### config.mk
export PLATFORM = sky130hd
export DESIGN_NAME = raycast_node_fetch_flat
export DESIGN_NICKNAME = d
export VERILOG_FILES = /design/src/rtl/raycast_pkg.sv /design/src/rtl/raycast_node_fetch_if.sv /design/src/rtl/raycast_popcnt8.sv /design/src/rtl/raycast_node_fetch.sv /design/src/flat_wrapper.sv
export SDC_FILE = /design/constraint.sdc
export NUM_CORES = 1
export LEC_CHECK = 0
export BUFFER_PORTS_ARGS = -buffer_cell sky130_fd_sc_hd__buf_4
export CAP_MARGIN = 20
export CORE_MARGIN = 2
export CORE_UTILIZATION = 56
export CTS_CLUSTER_SIZE = 30
export DETAILED_ROUTE_END_ITERATION = 6
export PLACE_DENSITY = 0.88
export REMOVE_ABC_BUFFERS = 1
export SETUP_SLACK_MARGIN = 0.3
export SLEW_MARGIN = 40
export SYNTH_ARGS = -nofsm -noshare
export SYNTH_HDL_FRONTEND = slang
export SYNTH_SLANG_ARGS = --single-unit
### constraint.sdc
create_clock -name wb_clk -period 6.33 [get_ports wb_clk]
set_input_delay 1.5825 -clock wb_clk [delete_from_list [all_inputs] [get_ports wb_clk]]
set_output_delay 1.5825 -clock wb_clk [all_outputs]
set_load 0.005 [all_outputs]
### src/rtl/raycast_pkg.sv
// Shared definitions for the octree node fetcher.
// Holds the descriptor field layout and the fetch FSM state encoding.
package raycast_pkg;

  // Octree node descriptor layout
  localparam int CHILD_PTR_MSB = 31;
  localparam int CHILD_PTR_LSB = 17;
  localparam int FAR_BIT       = 16;
  localparam int VALID_MSB     = 15;
  localparam int VALID_LSB     = 8;
  localparam int LEAF_MSB      = 7;
  localparam int LEAF_LSB      = 0;

  typedef enum logic [2:0] {
    ST_IDLE    = 3'd0,
    ST_CALC    = 3'd1,
    ST_FAR_RD  = 3'd2,
    ST_ADDR    = 3'd3,
    ST_DESC_RD = 3'd4,
    ST_RESP    = 3'd5
  } state_t;

endpackage

### src/rtl/raycast_node_fetch_if.sv
// Single-word Wishbone read port between the node fetcher and one core
// port of the shared raycast cache master.
//   adr : read byte address        (master -> slave)
//   cyc : bus cycle                (master -> slave)
//   stb : strobe, identical to cyc (master -> slave)
//   ack : one-cycle acknowledge    (slave -> master)
//   dat : read data                (slave -> master)
interface raycast_node_fetch_if #(
  parameter int ADR_W = 32
);
  logic [ADR_W-1:0] adr;
  logic             cyc;
  logic             stb;
  logic             ack;
  logic [ADR_W-1:0] dat;

  modport master (output adr, cyc, stb, input ack, dat);
  modport slave  (input adr, cyc, stb, output ack, dat);
endinterface

### src/rtl/raycast_popcnt8.sv
// Combinational population count of an 8-bit mask.
//   bits  : input mask
//   count : number of set bits, 0-8
module raycast_popcnt8 (
  input  logic [7:0] bits,
  output logic [3:0] count
);
  always_comb begin
    count = 4'd0;
    for (int i = 0; i < 8; i++) begin
      count = count + {3'd0, bits[i]};
    end
  end
endmodule

### src/rtl/raycast_node_fetch.sv
// Per-core octree node fetcher. Takes a parent descriptor plus a child index,
// resolves the child address (following far pointers relative to the octree
// root) and reads the child descriptor over a single-word Wishbone port.
//   wb_clk, wb_rst      : clock, synchronous active-high reset
//   root_adr_i          : octree root byte address (far pointer base)
//   req_*               : parent node request, valid/ready handshake
//   rsp_*               : child result, valid/ready handshake
//   m_wb                : Wishbone read master toward the cache
//
// state   | meaning
// IDLE    | waiting for a request, req_ready_o high
// CALC    | check child existence, form near base or far pointer address
// FAR_RD  | reading the far pointer word
// ADDR    | add sibling offset, finish leaf or start descriptor read
// DESC_RD | reading the child descriptor
// RESP    | presenting the response until the core takes it
module raycast_node_fetch
  import raycast_pkg::*;
#(
  parameter int ADR_W    = 32,
  parameter int PTR_BITS = 15
) (
  input  logic             wb_clk,
  input  logic             wb_rst,
  input  logic [ADR_W-1:0] root_adr_i,
  input  logic             req_valid_i,
  output logic             req_ready_o,
  input  logic [ADR_W-1:0] req_node_adr_i,
  input  logic [ADR_W-1:0] req_desc_i,
  input  logic [2:0]       req_child_i,
  output logic             rsp_valid_o,
  input  logic             rsp_ready_i,
  output logic [ADR_W-1:0] rsp_desc_o,
  output logic [ADR_W-1:0] rsp_adr_o,
  output logic             rsp_leaf_o,
  output logic             rsp_empty_o,
  raycast_node_fetch_if.master m_wb
);

  state_t state, state_nxt;

  logic [ADR_W-1:0]    node_q, base_q, adr_q, desc_q;
  logic [2:0]          child_q;
  logic                bus_q;
  logic [PTR_BITS-1:0] ptr;
  logic                far;
  logic [7:0]          valid_mask, leaf_mask, sib_mask;
  logic [3:0]          sib_cnt;
  logic [ADR_W-1:0]    near_base, far_base, child_adr;
  logic                child_valid, child_leaf, req_fire, rsp_fire;

  assign ptr         = desc_q[CHILD_PTR_LSB +: PTR_BITS];
  assign far         = desc_q[FAR_BIT];
  assign valid_mask  = desc_q[VALID_MSB:VALID_LSB];
  assign leaf_mask   = desc_q[LEAF_MSB:LEAF_LSB];
  assign child_valid = valid_mask[child_q];
  assign child_leaf  = leaf_mask[child_q];

  // Children are packed densely: offset = number of existing lower siblings.
  assign sib_mask  = valid_mask & ((8'd1 << child_q) - 8'd1);
  assign near_base = node_q + ADR_W'({ptr, 2'b00});
  assign far_base  = root_adr_i + {m_wb.dat[ADR_W-3:0], 2'b00};
  assign child_adr = base_q + ADR_W'({sib_cnt, 2'b00});

  assign req_fire = req_valid_i && req_ready_o;
  assign rsp_fire = rsp_valid_o && rsp_ready_i;

  raycast_popcnt8 u_popcnt (
    .bits  (sib_mask),
    .count (sib_cnt)
  );

  assign m_wb.adr = adr_q;
  assign m_wb.cyc = bus_q;
  assign m_wb.stb = bus_q;

  always_ff @(posedge wb_clk) begin
    if (wb_rst) state <= ST_IDLE;
    else        state <= state_nxt;
  end

  always_comb begin
    state_nxt = state;
    case (state)
      ST_IDLE:    if (req_fire) state_nxt = ST_CALC;
      ST_CALC: begin
        if (!child_valid) state_nxt = ST_RESP;
        else if (far)     state_nxt = ST_FAR_RD;
        else              state_nxt = ST_ADDR;
      end
      ST_FAR_RD:  if (m_wb.ack) state_nxt = ST_ADDR;
      ST_ADDR:    state_nxt = child_leaf ? ST_RESP : ST_DESC_RD;
      ST_DESC_RD: if (m_wb.ack) state_nxt = ST_RESP;
      ST_RESP:    if (rsp_fire) state_nxt = ST_IDLE;
      default:    state_nxt = ST_IDLE;
    endcase
  end

  always_ff @(posedge wb_clk) begin
    if (wb_rst) begin
      req_ready_o <= 1'b1;
      rsp_valid_o <= 1'b0;
      rsp_desc_o  <= '0;
      rsp_adr_o   <= '0;
      rsp_leaf_o  <= 1'b0;
      rsp_empty_o <= 1'b0;
      node_q      <= '0;
      desc_q      <= '0;
      child_q     <= '0;
      base_q      <= '0;
      adr_q       <= '0;
      bus_q       <= 1'b0;
    end else begin
      case (state)
        ST_IDLE: begin
          if (req_fire) begin
            node_q      <= req_node_adr_i;
            desc_q      <= req_desc_i;
            child_q     <= req_child_i;
            req_ready_o <= 1'b0;
          end
        end
        ST_CALC: begin
          if (!child_valid) begin
            rsp_desc_o  <= '0;
            rsp_adr_o   <= '0;
            rsp_leaf_o  <= 1'b0;
            rsp_empty_o <= 1'b1;
          end else if (far) begin
            adr_q <= near_base;
            bus_q <= 1'b1;
          end else begin
            base_q <= near_base;
          end
        end
        ST_FAR_RD: begin
          if (m_wb.ack) begin
            bus_q  <= 1'b0;
            base_q <= far_base;
          end
        end
        ST_ADDR: begin
          if (child_leaf) begin
            rsp_desc_o  <= '0;
            rsp_adr_o   <= child_adr;
            rsp_leaf_o  <= 1'b1;
            rsp_empty_o <= 1'b0;
          end else begin
            adr_q <= child_adr;
            bus_q <= 1'b1;
          end
        end
        ST_DESC_RD: begin
          if (m_wb.ack) begin
            bus_q       <= 1'b0;
            rsp_desc_o  <= m_wb.dat;
            rsp_adr_o   <= adr_q;
            rsp_leaf_o  <= 1'b0;
            rsp_empty_o <= 1'b0;
          end
        end
        ST_RESP: begin
          // Valid rises on the first RESP cycle so the data is already settled.
          if (!rsp_valid_o) begin
            rsp_valid_o <= 1'b1;
          end else if (rsp_ready_i) begin
            rsp_valid_o <= 1'b0;
            req_ready_o <= 1'b1;
          end
        end
        default: bus_q <= 1'b0;
      endcase
    end
  end

endmodule

### src/flat_wrapper.sv
// flat-port wrapper written by rule: the top's interface ports become plain ports
module raycast_node_fetch_flat import raycast_pkg::*;
#(
  parameter int ADR_W    = 32,
  parameter int PTR_BITS = 15
)
  (wb_clk, wb_rst, root_adr_i, req_valid_i, req_ready_o, req_node_adr_i, req_desc_i, req_child_i, rsp_valid_o, rsp_ready_i, rsp_desc_o, rsp_adr_o, rsp_leaf_o, rsp_empty_o, m_wb_adr, m_wb_cyc, m_wb_stb, m_wb_ack, m_wb_dat);
  raycast_node_fetch_if #(.ADR_W(ADR_W)) m_wb_i ();
  input  logic wb_clk;
  input  logic wb_rst;
  input  logic [ADR_W-1:0] root_adr_i;
  input  logic req_valid_i;
  output logic req_ready_o;
  input  logic [ADR_W-1:0] req_node_adr_i;
  input  logic [ADR_W-1:0] req_desc_i;
  input  logic [2:0] req_child_i;
  output logic rsp_valid_o;
  input  logic rsp_ready_i;
  output logic [ADR_W-1:0] rsp_desc_o;
  output logic [ADR_W-1:0] rsp_adr_o;
  output logic rsp_leaf_o;
  output logic rsp_empty_o;
  output wire logic [$bits(m_wb_i.adr)-1:0] m_wb_adr;
  output wire logic [$bits(m_wb_i.cyc)-1:0] m_wb_cyc;
  output wire logic [$bits(m_wb_i.stb)-1:0] m_wb_stb;
  input wire logic [$bits(m_wb_i.ack)-1:0] m_wb_ack;
  input wire logic [$bits(m_wb_i.dat)-1:0] m_wb_dat;
  assign m_wb_adr = m_wb_i.adr;
  assign m_wb_cyc = m_wb_i.cyc;
  assign m_wb_stb = m_wb_i.stb;
  assign m_wb_i.ack = m_wb_ack;
  assign m_wb_i.dat = m_wb_dat;
  raycast_node_fetch #(.ADR_W(ADR_W), .PTR_BITS(PTR_BITS)) u_core (.wb_clk(wb_clk), .wb_rst(wb_rst), .root_adr_i(root_adr_i), .req_valid_i(req_valid_i), .req_ready_o(req_ready_o), .req_node_adr_i(req_node_adr_i), .req_desc_i(req_desc_i), .req_child_i(req_child_i), .rsp_valid_o(rsp_valid_o), .rsp_ready_i(rsp_ready_i), .rsp_desc_o(rsp_desc_o), .rsp_adr_o(rsp_adr_o), .rsp_leaf_o(rsp_leaf_o), .rsp_empty_o(rsp_empty_o), .m_wb(m_wb_i));
endmodule
After elaboration in Yosys (flattened, before gate mapping)
Cells that the tools add are included.

word-level totals
  register bits = 203
  output and inout bits = 102
  logic and storage cells = 106

operators by class
  add/subtract/negate cells = 11
  order comparisons = 1
  equal/unequal tests = 18
  shifts and indexed selects = 1
  mux-type cells = 44
  bitwise logic cells = 2
  reduce and logical (&&, ||, !) cells = 16

operators by type and width
  kind                                                                   count
  32-bit 2-to-1 mux                                                      11
  32-bit case mux with 3 select lines                                    2
  32-bit case mux with 2 select lines                                    2
  32-bit by 17-bit adder with 32-bit output                              1
  32-bit adder                                                           1
  32-bit by 6-bit adder with 32-bit output                               1
  4-bit AND reduction                                                    5
  3-bit case mux with 6 select lines                                     1
  1-bit 2-to-1 mux                                                       17
  4-bit by 1-bit adder with 4-bit output                                 4
  3-bit 2-to-1 mux                                                       5
  2-bit by 1-bit != test with 1-bit output, second input constant        7
  2-bit != test, second input constant                                   6
  8-bit AND                                                              1
  1-bit by 3-bit left shift with 8-bit output, first input constant      1
  8-bit by 1-bit subtractor with 8-bit output, second input constant     1
  1-bit binary-select mux with 3-bit select                              2
  3-bit by 2-bit equality test with 1-bit output, second input constant  2
  3-bit equality test, second input constant                             2
  1-bit case mux with 3 select lines                                     2
  2-bit nonzero test                                                     3
  5-bit AND reduction                                                    1
  3-bit by 1-bit adder with 4-bit output                                 1
  3-bit by 4-bit < comparator with 1-bit output, second input constant   1
  11 further kinds                                                       13

Longest topological paths before layout
Gate-level depths: netlist (run 1).

  depth in word-level cells = 13
  depth in mapped cells = 24

Hierarchy
Synthesis (run 1) repeated with hierarchy kept, for this count alone.

second synthesis, totals
  cell total of the unflattened synthesis = 1,525
  area, all modules = 11,765.0 um^2

by module, submodules not included
  module              times used  cells each  area each (um^2)  seq. area each (um^2)
  raycast_node_fetch  1           1,504       11,586.1          4,063.9
  raycast_popcnt8     1           21          178.9             0.0

Worst setup path before layout (run 1)
Ideal clock, no wire load.

  path type = register -> register
  start = register u_core.child_q[2]
  end = register u_core.adr_q[12], in the netlist u_core.m_wb.adr[12]
  arrival = 5.366 ns
  data required time = 6.198 ns
  setup slack = 0.832 ns
  stages on the path, launching flop included = 20
  clock period less this slack = 5.498 ns
  cell sequence = dfxtp_1 buf_2 or3_1 ha_1 nand2b_1 fa_1 fa_1 fa_1 inv_1 ha_1 fa_1 fa_1 a21o_1 a21oi_1 clkbuf_1 nor3_1 xnor2_1 nor2_1 a211oi_1 nor3_1

on the way
  cells in the longest elaborated chain, start to end = 13

RTL lines
  element                                               line                       source
  start, declared                                       raycast_node_fetch.sv:43   logic [2:0] child_q;
  start signal, assigned                                raycast_node_fetch.sv:119  child_q <= req_child_i;
  1-bit by 3-bit left shift with 8-bit output           raycast_node_fetch.sv:60   assign sib_mask = valid_mask & ((8'd1 << child_q) - 8'd1);
  8-bit by 1-bit subtractor with 8-bit output           raycast_node_fetch.sv:60
  8-bit AND                                             raycast_node_fetch.sv:60
  1-bit by 1-bit adder with 2-bit output                raycast_popcnt8.sv:11      count = count + {3'd0, bits[i]};
  2-bit by 1-bit adder with 3-bit output                raycast_popcnt8.sv:11
  3-bit by 1-bit adder with 4-bit output                raycast_popcnt8.sv:11
  4-bit by 1-bit adder with 4-bit output (4 in series)  raycast_popcnt8.sv:11
  32-bit by 6-bit adder with 32-bit output              raycast_node_fetch.sv:63   assign child_adr = base_q + ADR_W'({sib_cnt, 2'b00});
  32-bit 2-to-1 mux                                     raycast_node_fetch.sv:143  if (child_leaf) begin
  32-bit case mux with 2 select lines                   raycast_node_fetch.sv:114  case (state)
  end signal, assigned                                  raycast_node_fetch.sv:130  adr_q <= near_base;
  end signal, assigned                                  raycast_node_fetch.sv:149  adr_q <= child_adr;
  end, declared                                         raycast_node_fetch.sv:42   logic [ADR_W-1:0] node_q, base_q, adr_q, desc_q;

Parallel ways exist; a longest one is shown, timed or not. The select of a mux whose other input is x is not followed.
A chain may end at the register's enable or synchronous reset.

Worst setup path after layout (run 1)
  start = register u_core.child_q[2]
  end = register u_core.rsp_adr_o[13]

on the way
  cells in the longest elaborated chain, start to end = 13

RTL lines
  element                                               line                       source
  1-bit by 3-bit left shift with 8-bit output           raycast_node_fetch.sv:60
  8-bit by 1-bit subtractor with 8-bit output           raycast_node_fetch.sv:60
  8-bit AND                                             raycast_node_fetch.sv:60
  1-bit by 1-bit adder with 2-bit output                raycast_popcnt8.sv:11
  2-bit by 1-bit adder with 3-bit output                raycast_popcnt8.sv:11
  3-bit by 1-bit adder with 4-bit output                raycast_popcnt8.sv:11
  4-bit by 1-bit adder with 4-bit output (4 in series)  raycast_popcnt8.sv:11
  32-bit by 6-bit adder with 32-bit output              raycast_node_fetch.sv:63
  32-bit 2-to-1 mux                                     raycast_node_fetch.sv:143
  32-bit case mux with 3 select lines                   raycast_node_fetch.sv:114
  end signal, assigned                                  raycast_node_fetch.sv:145  rsp_adr_o <= child_adr;
  end signal, assigned                                  raycast_node_fetch.sv:157  rsp_adr_o <= adr_q;
  end, declared                                         raycast_node_fetch.sv:34   output logic [ADR_W-1:0] rsp_adr_o,

Parallel ways exist; a longest one is shown, timed or not. The select of a mux whose other input is x is not followed.

==> results of run 1 <==
==> cell families (layout without fill, tap and decap cells) <==
group / after synthesis / count (layout)
XOR/XNOR: 63 / 63
multiplexers: 14 / 14
AO/OA/AOI/OAI: 412 / 412
AND/OR/NAND/NOR: 646 / 646
flip-flops: 203 / 203
adder cells (fa/ha/maj): 60 / 60
other: 1 / 1
buffers and inverters: 123 / 309
==> metrics by stage <==
| step | std cells | hold slack (ns) |
|---|---|---|
| 2_1_floorplan | 1421 | 0.4271 |
| 3_3_place_gp | 1943 | 0.4380 |
| 3_5_place_dp | 1943 | 0.4443 |
| 4_1_cts | 1983 | 0.4529 |
| 5_1_grt | 1983 | 0.4646 |
| 6_report | 1983 | 0.4501 |
==> routing by layer <==
layer,vias to the layer above,global-route usage,part of all wire
li1,5825,-,-
met1,5563,0.4057,0.41
met2,583,0.5265,0.46
met3,77,0.05413,0.096
met4,0,0.1029,0.029
met5,-,0,0
==> flip-flops by register name, summed over array words and instances, names as in the netlist, 3 cells and up <==
| signal | count |
|---|---|
| u_core.child_q | 3 |
| u_core.rsp_adr_o | 32 |
| u_core.m_wb.adr | 32 |
| u_core.rsp_desc_o | 32 |
| u_core.state | 3 |
| u_core.node_q | 32 |
| u_core.base_q | 32 |
| u_core.desc_q | 32 |
==> cells in the final DEF (no fill, tap or decap), types with 4 or more instances in the layout <==
master | synthesis | layout
sky130_fd_sc_hd__nor3_1 | 68 | 68
sky130_fd_sc_hd__a31oi_1 | 17 | 17
sky130_fd_sc_hd__inv_1 | 22 | 21
sky130_fd_sc_hd__or2_2 | 4 | 4
sky130_fd_sc_hd__and2_1 | 11 | 10
sky130_fd_sc_hd__o21ai_0 | 46 | 45
sky130_fd_sc_hd__and3_1 | 9 | 9
sky130_fd_sc_hd__o21a_1 | 12 | 12
sky130_fd_sc_hd__ha_1 | 52 | 52
sky130_fd_sc_hd__nand2_1 | 270 | 268
sky130_fd_sc_hd__a41oi_1 | 4 | 4
sky130_fd_sc_hd__dfxtp_1 | 203 | 203
sky130_fd_sc_hd__mux2i_1 | 5 | 5
sky130_fd_sc_hd__nor2_1 | 125 | 125
sky130_fd_sc_hd__or3_1 | 13 | 13
sky130_fd_sc_hd__xnor2_1 | 35 | 35
sky130_fd_sc_hd__clkbuf_8 | 0 | 6
sky130_fd_sc_hd__nor4_1 | 10 | 9
sky130_fd_sc_hd__nand3_1 | 76 | 76
sky130_fd_sc_hd__buf_4 | 3 | 246
sky130_fd_sc_hd__mux4_2 | 4 | 4
sky130_fd_sc_hd__o221ai_1 | 5 | 5
sky130_fd_sc_hd__fa_1 | 7 | 7
sky130_fd_sc_hd__o31ai_1 | 4 | 4
sky130_fd_sc_hd__a21oi_1 | 170 | 170
sky130_fd_sc_hd__o211ai_1 | 8 | 8
sky130_fd_sc_hd__and4_1 | 10 | 10
sky130_fd_sc_hd__clkinv_2 | 0 | 7
sky130_fd_sc_hd__nor3b_1 | 4 | 4
sky130_fd_sc_hd__xor2_1 | 28 | 28
sky130_fd_sc_hd__a211oi_1 | 50 | 49
sky130_fd_sc_hd__a21o_1 | 25 | 25
sky130_fd_sc_hd__a311oi_1 | 16 | 16
sky130_fd_sc_hd__nand2b_1 | 7 | 7
sky130_fd_sc_hd__nand4_1 | 20 | 20
sky130_fd_sc_hd__clkbuf_16 | 0 | 23
sky130_fd_sc_hd__nor2b_1 | 7 | 7
sky130_fd_sc_hd__a221oi_1 | 7 | 7
==> power by group <==
group / switching [mW] / total (mW) / internal [mW]
sequential: 0.102 / 1.50 / 1.40
clock: 0.547 / 1.35 / 0.804
combinational: 0.577 / 0.968 / 0.391
total: 1.23 / 3.82 / 2.59
==> worst max path at each step <==
stage,startpoint,cells past startpoint,slack (ns),end
global route,u_core.child_q[2],18,0.33,u_core.rsp_adr_o[13]
finish,u_core.child_q[2],18,0.60,u_core.rsp_adr_o[13]
detailed placement,u_core.child_q[2],18,0.64,u_core.rsp_adr_o[31]
global placement,u_core.child_q[2],19,0.80,u_core.m_wb.adr[26]
CTS,u_core.child_q[2],18,0.56,u_core.rsp_adr_o[13]
floorplan,req_valid_i,4,-0.32,u_core.child_q[0]
==> worst max-delay path, delay by kind of cell (launching register included) <==
family                     cells  cell delay [ns]
AOI/OAI and AO/OA              3             0.65
buffers and inverters          1             0.04
adders and majority gates      7             2.80
and+or+nand+nor                5             1.25
xor gates and xnor gates       2             0.38
DFF                            1             0.46
==> area by class of cell <==
| type | instances | area share |
|---|---|---|
| Multi-Input combinational cell | 1196 | 0.5036 |
| Sequential cell | 203 | 0.2835 |
| Timing Repair Buffer | 247 | 0.1298 |
| Clock buffer | 28 | 0.04495 |
| Tap cell | 275 | 0.02400 |
| Clock inverter | 12 | 0.008379 |
| Inverter | 22 | 0.005761 |
==> repair_timing <==
| item | CTS | global route |
|---|---|---|
| endpoints found under the setup margin | 0 | 4 |
| resized for setup | 0 | 2 |
| setup buffers | 0 | 0 |
==> flow_metrics.py, run 1 <==
metrics = {
    "global_routing": {
        "grt_max_degree": 115,
        "globalRouteTotalUtil": 0.3119,
        "antenna_found_initial": 0,
        "grt_pass1_wl_um": 56500,
        "global_route.overflow_total": 0,
        "number_of_global_route_vias_before_repair": 11282,
    },
    "hold_path": {
        "worstHoldPathCells": 2,
        "min-delay-start": "u_core.rsp_desc_o[25]",
        "holdCritPathClass": "reg2reg",
        "hold_path_end": "u_core.rsp_desc_o[25]",
    },
    "critical_path": {
        "timing.critical_path.cells": "or3_1, ha_1, nand2b_1, fa_1, fa_1, fa_1, inv_1, ha_1, fa_1, xor2_1, ha_1, o21ai_1, o21ba_2, nor4b_1, xnor2_1, nor2_1, a211oi_1, nor3_1",
        "endpoint_kind": "flip-flop",
        "worst_setup_path_start_kind": "flip-flop",
        "start_to_end_type_of_the_worst_setup_path": "reg2reg",
        "rr_worst_depth": 18,
        "slowest_stage": "sky130_fd_sc_hd__fa_1",
        "regToRegSetupSlack_ns": 0.60,
        "crit_fanout": 12,
        "cpPeakStageDelay_ns": 0.55,
        "crit_path_frequent_cell": "sky130_fd_sc_hd__fa_1",
        "r2r_start": "u_core.child_q[2]",
        "arrival_ns": 6.09,
        "cp_data_required_time_ns": 6.69,
        "reg2reg_to": "u_core.rsp_adr_o[13]",
    },
    "synthesis": {
        "postSynth.topFlopCell": "sky130_fd_sc_hd__dfxtp_1",
        "synth_top_cells_by_area": "sky130_fd_sc_hd__dfxtp_1 34%, sky130_fd_sc_hd__nand2_1 8.6%, sky130_fd_sc_hd__a21oi_1 7.2%",
        "leading_post_synthesis_cells_by_instance_count": "270 x sky130_fd_sc_hd__nand2_1, 203 x sky130_fd_sc_hd__dfxtp_1, 170 x sky130_fd_sc_hd__a21oi_1, 125 x sky130_fd_sc_hd__nor2_1, 78 x sky130_fd_sc_hd__clkbuf_1",
        "dominant_combinational_cell_family_by_area_after_synthesis": "simple AND/OR/NAND/NOR gates",
        "synth_compound_gate_area_share": 0.2280,
        "number_of_enable_flip_flop_cells_after_synthesis": 0,
        "synth_most_common_cell": "sky130_fd_sc_hd__nand2_1",
        "post_synth_and_or_nand_nor_area_fraction": 0.2491,
        "post_synth_fa_ha_maj_area_fraction": 0.06795,
        "yosysWarningCount": 0,
        "syn-instance-count": 1522,
        "synth_area_per_cell_sq_um": 7.742,
        "synthMuxAreaShare": 0.01794,
        "asyncSetResetFlopFracSynth": 0,
        "synth_seq_cells": 203,
        "netlist.area_leader.share": 0.3449,
        "yosysSeqAreaShare": 0.3449,
        "netlist-cell-type-count": 78,
        "yosys_top_cell_by_area": "sky130_fd_sc_hd__dfxtp_1",
        "yosys.area_share.xor_xnor": 0.04683,
        "syn_area_sq_um": 11780,
    },
    "pwr": {
        "power.leakage_nw": 5.582,
        "power_density_nw_per_um2": 266.2,
        "totalPowerFinal_mw": 3.817,
        "power.ir.vdd_worst_mv": 0.1734,
    },
    "sta": {
        "fin_ws_ns": 0.5952,
        "finClkSkew_ns": 0.01189,
        "min_period_over_period": 0.9060,
        "timing.slew.headroom": 0.4086,
        "finalSetupViolations": 0,
        "setup_tns_ns": 0,
        "finalMaxSlewViolations": 0,
        "max_slew.worst_pin.slew_ns": 0.8871,
        "timing.fmax_ghz": 0.1744,
        "setup_repair_after_global_routing_missed_its_margin": "false",
        "time_the_final_worst_path_needs_with_i_o_delays_and_setup_ns": 5.735,
        "report.final.hold_viol_count": 0,
    },
    "floorplanning": {
        "floorplan.io_pins": 238,
        "core_region_area_sq_um": 20820,
        "rows": 53,
        "die-width_um": 149.1,
        "fp.dieArea_sq_um": 22220,
        "chipHeight_um": 149.1,
        "floorplan.initialDensity": 0.5659,
    },
    "place": {
        "placedInstanceArea_sq_um": 13560,
        "setup_slack_at_placement_ns": 0.6359,
        "gp_congestion": 0.9260,
        "port_buffers": 237,
        "dp_hpwl_um": 24650,
    },
    "finish": {
        "design_area_sq_um": 14340,
        "antenna-diode-count": 0,
        "final_layout_size_suffix_gt1_frac": 0.1897,
        "design.final.nets": 1888,
        "multiInputGateArea_sq_um": 7219,
        "synth_to_layout_area_growth_pct": 21.65,
        "post-route-util": 0.6884,
        "fillerInstances": 1712,
        "seqCellArea_sq_um": 4064,
    },
    "cts": {
        "clk_transition_reported_paths_ns": 0.06,
        "htreeDepth": 1,
        "cts_root_buffer": "sky130_fd_sc_hd__clkbuf_16",
        "clk-insertion-delay-late_ns": 0.52,
        "clock_tree_from_tritoncts": "yes",
        "max-clock-path-buffers": 3,
        "cts_buffers": 23,
        "clock-sinks": 203,
        "post_cts_hold_buffer_count": 0,
    },
    "routing": {
        "viasPerCell": 6.076,
        "ant_nets_after_route": 0,
        "routed_wl_um": 35670,
        "remaining_drc_errors": 0,
        "num_vias": 12048,
        "drt-pass1-iter-count": 5,
        "avgRoutedWirePerCell_um": 17.99,
        "initialDrtViolationCount": 936,
    },
    "job": {
        "max_cap_viol_count": 0,
    },
    "run_status": {
        "run_status": "finished clean",
    },
}
(Power assumes the default switching activity.)
==> inputs of run 2 (changes only) <==
- CTS_BUF_LIST: unset -> sky130_fd_sc_hd__clkbuf_16
- REMOVE_ABC_BUFFERS: 1 -> unset
- SKIP_LAST_GASP: unset -> 1
==> run 2 against run 1 <==
Net effect:
- flip-flop and latch count unchanged
- register-to-register slack better by 0.05 ns
- via count up 1.3%
==> flow_metrics.py, run 2 (synthesis gave the netlist of run 1 again) <==
metrics = {
    "run_status": {
        "run_status": "finished clean",
    },
    "global_routing": {
        "number_of_global_route_vias_before_repair": 11381,
        "antenna_found_initial": 0,
        "globalRouteTotalUtil": 0.3177,
        "grt_pass1_wl_um": 57750,
        "grt_max_degree": 101,
        "global_route.overflow_total": 0,
    },
    "sta": {
        "setup_repair_after_global_routing_missed_its_margin": "false",
        "time_the_final_worst_path_needs_with_i_o_delays_and_setup_ns": 5.689,
        "max_slew.worst_pin.slew_ns": 0.8299,
        "setup_tns_ns": 0,
        "finClkSkew_ns": 0.01032,
        "min_period_over_period": 0.8987,
        "finalMaxSlewViolations": 0,
        "timing.slew.headroom": 0.4467,
        "report.final.hold_viol_count": 0,
        "finalSetupViolations": 0,
        "timing.fmax_ghz": 0.1758,
    },
    "floorplanning": {
        "rows": 53,
        "fp.dieArea_sq_um": 22220,
        "floorplan.io_pins": 238,
        "core_region_area_sq_um": 20820,
        "chipHeight_um": 149.1,
        "die-width_um": 149.1,
        "floorplan.initialDensity": 0.5659,
    },
    "cts": {
        "clock-sinks": 203,
        "cts_setup_buffers": 0,
        "clk_transition_reported_paths_ns": 0.06,
        "clk-insertion-delay-late_ns": 0.52,
        "max-clock-path-buffers": 3,
        "postCtsResizedCells": 0,
        "htreeDepth": 1,
        "cts_buffers": 23,
        "post_cts_hold_buffer_count": 0,
        "cts_root_buffer": "sky130_fd_sc_hd__clkbuf_16",
        "clock_tree_from_tritoncts": "yes",
    },
    "critical_path": {
        "cp.buffers_inverters": 1,
        "r2r_start": "u_core.child_q[2]",
        "worstSetupPathDepth": 18,
        "slowest_stage": "sky130_fd_sc_hd__fa_1",
        "arrival_ns": 6.05,
        "timing.critical_path.cells": "or3_1, ha_1, nand2b_1, fa_1, fa_1, fa_1, inv_1, ha_1, fa_1, xor2_1, ha_1, o21ai_0, o21ba_2, nor2_1, nand4_1, xnor2_1, a221oi_1, nor3_1",
        "worstSetupStartpoint": "u_core.child_q[2]",
        "worst_path_dominant_cell_family": "adder cells",
        "endpoint_kind": "flip-flop",
        "crit_path_frequent_cell": "sky130_fd_sc_hd__fa_1",
        "start_to_end_type_of_the_worst_setup_path": "reg2reg",
        "rr_worst_depth": 18,
        "worst_setup_path_start_kind": "flip-flop",
        "cp_data_required_time_ns": 6.69,
        "cpPeakStageDelay_ns": 0.55,
        "crit_fanout": 12,
    },
    "routing": {
        "ant_nets_after_route": 0,
        "viasPerCell": 6.151,
        "initialDrtViolationCount": 1349,
        "remaining_drc_errors": 0,
        "num_vias": 12210,
        "drt-pass1-iter-count": 6,
        "avgRoutedWirePerCell_um": 18.28,
        "routed_wl_um": 36290,
    },
    "pwr": {
        "internal_power_mw": 2.571,
        "total_switching_power_mw": 1.225,
        "power_density_nw_per_um2": 265.3,
        "combPwrFrac": 0.255,
        "share_of_power_burned_in_registers": 0.396,
        "power.leakage_nw": 5.570,
        "power.share.clock": 0.349,
        "totalPowerFinal_mw": 3.796,
        "sw_frac": 0.3228,
        "power.ir.vdd_worst_mv": 0.1898,
    },
    "hold_path": {
        "holdCritPathClass": "reg2reg",
        "min-delay-start": "u_core.rsp_desc_o[28]",
        "worstHoldPathCells": 2,
    },
    "synthesis": {
        "mappedNetlistNets": 1717,
    },
    "finish": {
        "mostFrequentLayoutCells": "269 x sky130_fd_sc_hd__nand2_1, 246 x sky130_fd_sc_hd__buf_4, 203 x sky130_fd_sc_hd__dfxtp_1",
        "antenna-diode-count": 0,
        "synth_to_layout_area_growth_pct": 21.45,
        "layout_commonest_cell": "sky130_fd_sc_hd__nand2_1",
        "design.final.nets": 1889,
        "final_layout_size_suffix_gt1_frac": 0.1860,
    },
    "job": {
        "max_cap_viol_count": 0,
    },
    "place": {
        "gp_congestion": 0.9532,
        "dp_hpwl_um": 26200,
        "port_buffers": 237,
    },
}
[run 2: cell types whose count changed in the layout (fill, tap and decap cells not counted), moves of 2 or more]
cell / delta
sky130_fd_sc_hd__clkbuf_8: -6
sky130_fd_sc_hd__inv_1: +4
sky130_fd_sc_hd__clkinv_1: +3
sky130_fd_sc_hd__clkinv_2: -3
sky130_fd_sc_hd__buf_6: +2
sky130_fd_sc_hd__clkinvlp_4: +2
[run 2: power by group through the flow]
stage	Sequential (mW)	Clock, mW	Combinational (mW)
after detailed placement	1.53	0	0.949
after global placement	1.52	0	0.927
final	1.50	1.32	0.969
after global routing	1.52	1.38	1.06
after floorplan	1.49	0	0.630
after CTS	1.50	1.33	0.956
[run 2: worst paths after layout]
path / endpoint / slack [ns]
setup / recovery: u_core.rsp_adr_o[21] / 0.64
hold / removal: u_core.rsp_desc_o[28] / 0.45
setup reg to reg: u_core.rsp_adr_o[21] / 0.64
hold reg to reg: u_core.rsp_desc_o[28] / 0.45
[run 2: stage by stage]
stage / setup slack, ns / util / hold WS (ns) / instance area (sq um) / cells
2_1_floorplan: 0.8319 / - / 0.4331 / 11780 / 1522
5_1_grt: 0.3123 / 0.6873 / 0.4696 / 14310 / 1985
4_1_cts: 0.6591 / 0.6871 / 0.4542 / 14310 / 1985
3_5_place_dp: 0.6647 / 0.6514 / 0.4461 / 13560 / 1944
3_3_place_gp: 0.8362 / 0.6514 / 0.4392 / 13560 / 1944
6_report: 0.6414 / 0.6873 / 0.4508 / 14310 / 1985
[run 2: layer usage]
metal,wire length (um),global-route usage,part of all wire,vias to the layer above
met1,14840,0.4382,0.41,5617
met2,16100,0.5060,0.44,684
met5,0,0,0,-
li1,-,-,-,5825
met3,4378,0.07034,0.12,84
met4,969,0.08190,0.027,0
[run 2: tightest hold or removal path, cell delays in order (launching register included)]
cell                      delay [ns]
sky130_fd_sc_hd__dfxtp_1        0.31
sky130_fd_sc_hd__nand2_1        0.05
sky130_fd_sc_hd__a21oi_1        0.05
[run 2: area by class of cell]
cell class	count	area [sq um]
fillers	1703	6511
clock inverters	18	167.7
inverters	22	82.58
multi-input cells	1196	7208
flip-flops and latches	203	4064
well taps	275	344.1
repair buffers	248	1869
clock buffers	23	575.6
==> inputs of run 3 (changes only) <==
- MAX_ROUTING_LAYER: unset -> met4
==> run 3 against run 2 <==
Net effect:
- first-iteration DRC count fell by 17%
- core utilization rose by 0.25 points
- global-route usage grew 1.2 points
- via count grew 0.14%
- critical path type unchanged
- non-clock buffer count down 1
- register-to-register slack barely moved
- combinational power about the same
- die area unchanged
- largest cell class unchanged
- final cell count down 0.10%
- worst setup slack gained 0.0079 ns
==> flow_metrics.py, run 3 (synthesis gave the netlist of run 1 again) <==
metrics = {
    "job": {
        "max_cap_viol_count": 0,
    },
    "sta": {
        "setup_tns_ns": 0,
        "setup_repair_after_global_routing_missed_its_margin": "false",
        "time_the_final_worst_path_needs_with_i_o_delays_and_setup_ns": 5.681,
        "finalMaxSlewViolations": 0,
        "report.final.hold_viol_count": 0,
        "finalSetupViolations": 0,
        "finClkSkew_ns": 0.01529,
        "timing.fmax_ghz": 0.1760,
        "timing.slew.headroom": 0.4355,
        "max_slew.worst_pin.slew_ns": 0.8467,
        "min_period_over_period": 0.8974,
    },
    "critical_path": {
        "start_to_end_type_of_the_worst_setup_path": "reg2reg",
        "cp_data_required_time_ns": 6.74,
        "crit_fanout": 12,
        "worst_setup_path_start_kind": "flip-flop",
        "arrival_ns": 6.10,
        "cpPeakStageDelay_ns": 0.54,
        "endpoint_kind": "flip-flop",
        "crit_path_frequent_cell": "sky130_fd_sc_hd__fa_1",
        "timing.critical_path.cells": "or3_1, ha_1, nand2b_1, fa_1, fa_1, fa_1, inv_1, ha_1, fa_1, xor2_1, ha_1, o21ai_0, o21ba_2, nor2_1, and3_1, xor2_1, nand2_1, a311oi_1",
        "slowest_stage": "sky130_fd_sc_hd__fa_1",
    },
    "routing": {
        "viasPerCell": 6.166,
        "num_vias": 12227,
        "ant_nets_after_route": 0,
        "initialDrtViolationCount": 1114,
        "avgRoutedWirePerCell_um": 18.50,
        "remaining_drc_errors": 0,
        "drt-pass1-iter-count": 5,
        "routed_wl_um": 36680,
    },
    "finish": {
        "post_layout_nonfiller_instances": 1983,
        "synth_to_layout_area_growth_pct": 21.89,
        "design.final.nets": 1887,
        "fillerInstances": 1709,
        "mostFrequentLayoutCells": "269 x sky130_fd_sc_hd__nand2_1, 246 x sky130_fd_sc_hd__buf_4, 203 x sky130_fd_sc_hd__dfxtp_1",
        "antenna-diode-count": 0,
        "final_layout_size_suffix_gt1_frac": 0.1838,
        "layout_commonest_cell": "sky130_fd_sc_hd__nand2_1",
    },
    "floorplanning": {
        "floorplan.io_pins": 238,
        "die-width_um": 149.1,
        "core_region_area_sq_um": 20820,
        "rows": 53,
        "chipHeight_um": 149.1,
        "fp.dieArea_sq_um": 22220,
        "floorplan.initialDensity": 0.5659,
    },
    "cts": {
        "cts_setup_buffers": 0,
        "clock-sinks": 203,
        "clock_tree_from_tritoncts": "yes",
        "post_cts_hold_buffer_count": 0,
        "cts_root_buffer": "sky130_fd_sc_hd__clkbuf_16",
        "postCtsResizedCells": 0,
        "cts_buffers": 22,
        "htreeDepth": 1,
        "clk_transition_reported_paths_ns": 0.06,
        "max-clock-path-buffers": 3,
        "clk-insertion-delay-late_ns": 0.51,
    },
    "pwr": {
        "power.leakage_nw": 5.601,
        "power_density_nw_per_um2": 271.3,
        "power.ir.vdd_worst_mv": 0.2328,
    },
    "global_routing": {
        "grt_max_degree": 114,
        "grt_pass1_wl_um": 57920,
        "antenna_found_initial": 0,
        "globalRouteTotalUtil": 0.3292,
        "number_of_global_route_vias_before_repair": 11515,
        "global_route.overflow_total": 0,
    },
    "synthesis": {
        "mappedNetlistNets": 1717,
    },
    "place": {
        "gp_congestion": 0.9846,
        "port_buffers": 237,
        "placedCellCount": 1943,
        "dp_hpwl_um": 26280,
    },
    "hold_path": {
        "holdCritPathClass": "reg2reg",
    },
    "run_status": {
        "run_status": "finished clean",
    },
}
-- run 3: cell count changes in the layout (fill, tap and decap cells not counted) --
cell | previous run | this run
sky130_fd_sc_hd__nand2_4 | 1 | 2
sky130_fd_sc_hd__nand2_2 | 1 | 0
sky130_fd_sc_hd__clkinv_2 | 4 | 2
sky130_fd_sc_hd__clkbuf_8 | 0 | 1
sky130_fd_sc_hd__clkinv_1 | 3 | 5
sky130_fd_sc_hd__bufinv_16 | 3 | 6
sky130_fd_sc_hd__inv_6 | 1 | 0
sky130_fd_sc_hd__buf_6 | 2 | 0
sky130_fd_sc_hd__clkinvlp_4 | 3 | 0
-- run 3: layout make-up --
cell class | count | area [sq um] | share of cell area
Multi-Input combinational cell | 1196 | 7213 | 0.5022
Sequential cell | 203 | 4064 | 0.2829
Timing Repair Buffer | 247 | 1861 | 0.1295
Clock buffer | 23 | 575.6 | 0.04007
Tap cell | 275 | 344.1 | 0.02395
Clock inverter | 17 | 224.0 | 0.01559
Inverter | 22 | 82.58 | 0.005749
-- run 3: metal layers --
metal / wire length (um) / vias to the layer above / GRT usage
met1: 15500 / 5686 / 0.4382
li1: - / 5814 / -
met2: 16490 / 651 / 0.5108
met5: 0 / - / -
met4: 835 / 0 / 0.09714
met3: 3860 / 76 / 0.06391
-- run 3: worst max-delay path, delay by kind of cell, from the launching register on --
kind	cells	cell delay, ns
compound gates	3	0.92
fa+ha+maj	7	2.79
xor+xnor	2	0.31
simple gates	5	1.06
flops	1	0.46
buf+inv	1	0.04
-- run 3: where the power goes --
group	internal [mW]	total [mW]	switching [mW]
logic	0.391	0.972	0.581
registers	1.40	1.50	0.106
clock network	0.898	1.42	0.525
-- run 3: stage by stage --
| stage | instance area [sq um] | setup WS (ns) | hold slack, ns | power, mW | util |
|---|---|---|---|---|---|
| final | 14360 | 0.6492 | 0.4530 | 3.897 | 0.6898 |
| after global placement | 13560 | 0.8466 | 0.4394 | 2.444 | 0.6510 |
| after CTS | 14360 | 0.6800 | 0.4538 | 3.887 | 0.6896 |
| after detailed placement | 13560 | 0.6931 | 0.4455 | 2.473 | 0.6512 |
| after floorplan | 11780 | 0.8319 | 0.4331 | 2.122 | - |
| after global routing | 14360 | 0.3674 | 0.4710 | 4.057 | 0.6898 |
-- run 3: path summary, 6_finish.rpt --
check,cells after the start,startpoint,to,slack (ns)
worst max-delay path,18,u_core.child_q[2],u_core.rsp_adr_o[31],0.65
worst min-delay path,2,u_core.rsp_desc_o[24],u_core.rsp_desc_o[24],0.45
worst max register to register,18,u_core.child_q[2],u_core.rsp_adr_o[31],0.65
worst min register to register,2,u_core.rsp_desc_o[24],u_core.rsp_desc_o[24],0.45
